--- src/rtl/reduce_pkg.sv ---
// Shared op encoding and elaboration-time helpers for the pipelined reduction gate.
package reduce_pkg;

  typedef enum logic [2:0] {
    RED_AND    = 3'b000,
    RED_OR     = 3'b001,
    RED_XOR    = 3'b010,
    RED_RSVD   = 3'b011,
    RED_NAND   = 3'b100,
    RED_NOR    = 3'b101,
    RED_XNOR   = 3'b110,
    RED_RSVD_N = 3'b111
  } red_op_e;

  // Neutral lane value for the base op, so padded lanes never alter the result.
  function automatic logic identity(input logic [2:0] op);
    case (red_op_e'({1'b0, op[1:0]}))
      RED_OR, RED_XOR: return 1'b0;
      default:         return 1'b1;
    endcase
  endfunction

  function automatic int clog_base(input int n, input int b);
    int l;
    int p;
    l = 0;
    p = 1;
    while (p < n) begin
      p = p * b;
      l = l + 1;
    end
    return (l < 1) ? 1 : l;
  endfunction

  function automatic int level_width(input int width, input int fanin, input int k);
    int w;
    w = width;
    for (int i = 0; i <= k; i++) w = (w + fanin - 1) / fanin;
    return w;
  endfunction

  function automatic int level_offset(input int width, input int fanin, input int k);
    int o;
    o = 0;
    for (int i = 0; i < k; i++) o = o + level_width(width, fanin, i);
    return o;
  endfunction

endpackage

--- src/rtl/reduce_gate_pipelined_node.sv ---
// Single FANIN-input combinational gate; the op selects AND, OR or XOR (reserved acts as AND).
module reduce_node
  import reduce_pkg::*;
#(
  parameter int FANIN = 4
) (
  input  logic [1:0]       op,
  input  logic [FANIN-1:0] lanes,
  output logic             y
);

  always_comb begin
    case (red_op_e'({1'b0, op}))
      RED_OR:  y = |lanes;
      RED_XOR: y = ^lanes;
      default: y = &lanes;
    endcase
  end

endmodule

--- src/rtl/reduce_gate_pipelined.sv ---
// Pipelined WIDTH-bit reduction gate: one register level per FANIN-ary tree level,
// valid/ready on both sides with a bubble-collapsing advance chain.
module reduce_gate_pipelined
  import reduce_pkg::*;
#(
  parameter int WIDTH = 64,
  parameter int FANIN = 4
) (
  input  logic             clk,
  input  logic             reset_n,
  input  logic             in_valid,
  output logic             in_ready,
  input  logic [WIDTH-1:0] in_data,
  input  logic [2:0]       in_op,
  output logic             out_valid,
  input  logic             out_ready,
  output logic             out_bit
);

  localparam int LEVELS = clog_base(WIDTH, FANIN);
  localparam int TOTAL  = level_offset(WIDTH, FANIN, LEVELS);

  // All level partials packed back to back; the last level is the single result bit.
  logic [TOTAL-1:0]  part_q;
  logic [LEVELS-1:0] valid_q;
  logic [2:0]        op_q [LEVELS];
  logic [LEVELS:0]   adv;

  assign adv[LEVELS] = out_ready;

  for (genvar k = 0; k < LEVELS; k++) begin : g_lvl
    localparam int IW  = (k == 0) ? WIDTH : level_width(WIDTH, FANIN, k - 1);
    localparam int OW  = level_width(WIDTH, FANIN, k);
    localparam int OFF = level_offset(WIDTH, FANIN, k);

    logic [IW-1:0]       src;
    logic [2:0]          src_op;
    logic                src_valid;
    logic [OW*FANIN-1:0] padded;
    logic [OW-1:0]       red;
    logic [OW-1:0]       nxt;

    if (k == 0) begin : g_head
      assign src       = in_data;
      assign src_op    = in_op;
      assign src_valid = in_valid;
    end else begin : g_body
      assign src       = part_q[level_offset(WIDTH, FANIN, k - 1) +: IW];
      assign src_op    = op_q[k-1];
      assign src_valid = valid_q[k-1];
    end

    for (genvar j = 0; j < OW * FANIN; j++) begin : g_lane
      if (j < IW) begin : g_real
        assign padded[j] = src[j];
      end else begin : g_pad
        assign padded[j] = identity(src_op);
      end
    end

    for (genvar g = 0; g < OW; g++) begin : g_grp
      reduce_node #(.FANIN(FANIN)) u_node (
        .op    (src_op[1:0]),
        .lanes (padded[g*FANIN +: FANIN]),
        .y     (red[g])
      );
    end

    if (k == LEVELS - 1) begin : g_last
      assign nxt = red ^ {OW{src_op[2]}};
    end else begin : g_mid
      assign nxt = red;
      always_ff @(posedge clk) begin
        if (!reset_n) op_q[k] <= '0;
        else if (adv[k]) op_q[k] <= src_op;
      end
    end

    always_ff @(posedge clk) begin
      if (!reset_n) begin
        valid_q[k]       <= 1'b0;
        part_q[OFF+:OW]  <= '0;
      end else if (adv[k]) begin
        valid_q[k]       <= src_valid;
        part_q[OFF+:OW]  <= nxt;
      end
    end

    assign adv[k] = !valid_q[k] || adv[k+1];
  end

  assign in_ready  = reset_n && adv[0];
  assign out_valid = valid_q[LEVELS-1];
  assign out_bit   = part_q[TOTAL-1];

endmodule

--- config.mk ---
export PLATFORM = sky130hd
export DESIGN_NAME = reduce_gate_pipelined
export DESIGN_NICKNAME = d
export VERILOG_FILES = /design/src/rtl/reduce_pkg.sv /design/src/rtl/reduce_gate_pipelined_node.sv /design/src/rtl/reduce_gate_pipelined.sv
export SDC_FILE = /design/constraint.sdc
export NUM_CORES = 1
export LEC_CHECK = 0
export BUFFER_PORTS_ARGS = -buffer_cell sky130_fd_sc_hd__buf_2
export CAP_MARGIN = 20
export CORE_ASPECT_RATIO = 1.1
export CORE_UTILIZATION = 50
export DETAILED_ROUTE_END_ITERATION = 12
export PLACE_DENSITY_LB_ADDON = 0.3
export SYNTH_ARGS = -nofsm -noshare
export SYNTH_HDL_FRONTEND = slang
export SYNTH_SLANG_ARGS = --single-unit
--- constraint.sdc ---
create_clock -name clk -period 4.4 [get_ports clk]
set_clock_uncertainty 0.1 [all_clocks]
set_input_delay 0.22 -clock clk [delete_from_list [all_inputs] [get_ports clk]]
set_output_delay 0.22 -clock clk [all_outputs]
set_load 0.005 [all_outputs]
==> flow_results.org <==
** Run status
- The flow ran to the end, and the final reports show no timing, DRC or antenna violations.

** Critical path
- In this run the critical register-to-register path is launched from out_valid.
- Reg-to-reg slack, setup :: 2.69 ns
- Ordered list of cells on the worst path :: nand2_2 -> nor2_4 -> a21boi_1 -> buf_4 -> buf_2
- Arrival time at the worst endpoint :: 1.73 ns
- The critical path is of the reg2out type.
- The number of cells on the worst reg-to-reg path is 4.
- Launching element type of the critical path :: flip-flop
- Crit path required time :: 4.08 ns
- Crit Path Max Fanout :: 13
- In this run the critical register-to-register path is captured at op_q[0][0].
- Endpoint kind of the worst setup timing path :: output port
- Maximum cell stage delay along the critical path :: 0.52 ns
- Slowest stage cell, crit path :: a21boi_1

** Yosys
- The mapped netlist covers 3190 µm².
- Largest cells by area after synthesis :: ha_1 (35%), dfxtp_1 (15%), inv_1 (11%)
- Post-Syn Instances :: 377
- Dominant cell type by area after synthesis :: ha_1
- Mapped Avg Cell Area :: 8.45 µm²
- The most used flip-flop cell after synthesis is dfxtp_1.
- For this run, asynchronously set or reset flops after synthesis account for 0%.
- The synthesized design contains 30 register bits.
- Post-synth top area share :: 35.3%
- Sequential area share after synthesis :: 20.7%
- The synthesized netlist contains 31 unique library cells.
- Top cells by count, synth :: ha_1 (90), inv_1 (90), nand2_1 (42)
- Number of flops mapped to enable cells by yosys :: 6
- The number of nets in the synthesized netlist is 538.
- For this run, the number of Yosys warnings is 0.

** Timing
- Worst slew margin :: 35.2%
- Measured slew at the worst slew-check pin :: 0.972 ns
- Setup violation total in the final timing report :: 0
- Final hold violations :: 0
- Period minus WS final :: 2.05 ns
- Derived from the worst setup path, the maximum achievable clock frequency is 0.489 GHz.
- RSZ-0062 raised after global routing :: false
- Accumulated negative setup slack :: 0 ns
- The final-report max-slew violation count was 0.
- Worst slack on hold paths :: 0.0661 ns
- Period utilisation layout :: 46.5%

** Hold path
- HP Start :: in_valid
- For hold timing, the worst endpoint is g_lvl[1].src_valid.
- Type of the most critical hold path :: in2reg
- The worst hold path was traced through 3 stages.

** CTS
- Clock-pin slew of the registers on the worst-case setup and hold paths :: about 0.060 ns
- The H-tree generated during clock tree synthesis spans 2 levels.
- The tree is rooted in a clkbuf_8.
- After clock tree synthesis, the flow added hold-fix buffers numbering 0.
- Maximum count of clock buffers along a single path :: 2
- After clock tree synthesis, the setup repair step added 0 buffers.
- Post-CTS sizing :: 0
- For this design, the sink count on the clock tree is 30.
- In this run, CTS created clock tree buffers numbering 5.
- Clock latency on the worst-skew pair :: approximately 0.29 ns
- TritonCTS built the clock tree.

** Route
- Number of detailed-routing iterations run before antenna repair :: 4
- Vias after detailed routing :: 2,589
- The final layout contains routed wiring with a total length of between 5000 and 6000 µm.
- Routed wire length per instance :: between 10 and 15 µm
- After the first detailed-routing iteration, the DRC count stood at 78.
- Routed via count divided by cell count :: between 4 and 5
- Antenna Nets Post-Route :: 0
- Final routed DRC violation total :: 0

** Pwr
- Power Dens Cells :: about 210 nW/µm²
- Worst VDD drop :: 0.180 mV
- Summed over all cells, the static leakage comes to 0.00207 µW.

** Finish
- The layout has 546 filler cells.
- In the final layout, the share of cells above drive strength 1 is 18.9%.
- Measured on the finished design, the core utilization comes to 59.5%.
- Area growth from synthesis to layout :: 15.0%
- # nets final :: 605
- N_diodes :: 0
- Summing all flip-flop and latch instances after layout gives 661 µm².
- Area of the multi-input gates :: 2100 µm²

** Global routing
- For this run the aggregate overflow at the end of global routing stands at 0.
- The first global-routing pass estimated 9940 µm of wire.
- Entering global routing, the biggest net connects 33 pins.
- Global router's overall resource usage :: 18.4%
- Number of antenna violations at the first check in global routing :: 0
- Vias in the first global route :: 2,450

** Floorplan
- Die ar. :: 6690 µm²
- Core area :: 6160 µm²
- After floorplanning, the core was divided into 30 placement rows.
- Ports :: 74
- Die outline height :: 85.7 µm
- Overall die width :: 78.1 µm
- Initial core utilization :: 51.7%

** Placed design
- The congestion estimate from routability-driven global placement came to 0.734.
- IO Port Bufs :: 73
- Detailed placement finished with a half-perimeter wire length of 4470 µm.

** Job
- Number of max-cap violations :: 0
## metal layers
layer / routed length (µm) / vias to the layer above / global-route usage (%)
li1: - / 1358 / -
met1: 2490 / 1155 / 20.8
met2: 2790 / 67 / 34.1
met3: 270 / 9 / 3.09
met4: 77 / 0 / 7.58
met5: 0 / - / 0
## per-stage QoR
stage / instances / power [µW] / setup slack [ns] / area, µm²
final: 525 / 774 / 2.35 / 3660
after global routing: 525 / 834 / 2.20 / 3660
after CTS: 525 / 784 / 2.34 / 3660
after detailed placement: 517 / 551 / 2.48 / 3570
after global placement: 517 / 541 / 2.53 / 3570
after floorplan: 377 / 477 / 2.85 / 3190
## cells by family (layout without fill, tap and decap cells)
family	Yosys count	count (layout)	synth area share (%)
buffers and inverters	105	173	13.4
adders and majority gates	90	90	35.3
and+or+nand+nor	68	68	10.1
AOI/OAI and AO/OA	63	63	14.7
DFF	30	30	20.7
xor gates and xnor gates	21	21	5.77
## layout by cell type (no fill, tap or decap), types with 8 or more instances in the layout
master	count
xor2_1	20
ha_1	90
dfxtp_1	24
a21oi_1	17
buf_2	73
a22o_1	16
and3_1	8
inv_1	90
a221oi_1	16
nand2_1	42
## state kept, by name, indices dropped and copies added, names as in the netlist
register	flops
out_valid	1
op_q	6
g_lvl.src_valid	2
g_lvl.padded	20
out_bit	1
## worst max-delay path, delay by kind of cell (launching register included)
kind,cells,cell delay (ns)
compound gates,1,0.52
buf+inv,2,0.45
flops,1,0.32
simple gates,2,0.15
## worst max-delay path by stage
stage                         end               start  cells past startpoint  slack [ns]
2_1_floorplan             out_bit  g_lvl[2].padded[2]                      6        2.85
3_3_place_gp   g_lvl[1].padded[8]            in_op[0]                      6        2.53
3_5_place_dp   g_lvl[1].padded[0]            in_op[0]                      6        2.48
4_1_cts                  in_ready  g_lvl[2].src_valid                      5        2.34
5_1_grt                  in_ready  g_lvl[2].src_valid                      5        2.20
6_report                 in_ready  g_lvl[2].src_valid                      5        2.35
## report_power, final
group          switching (µW)  total (µW)  internal, µW
Sequential               14.7         314           300
Combinational             117         230           113
Clock                     104         230           126
## layout make-up
type | count | area share [%]
timing repair buffer | 74 | 10.2
clock buffer | 7 | 2.36
sequential | 30 | 18.0
multi-input combinational | 242 | 57.3
inverter | 91 | 9.32
clock inverter | 1 | 0.137
tap | 80 | 2.73
(Power assumes the default switching activity.)
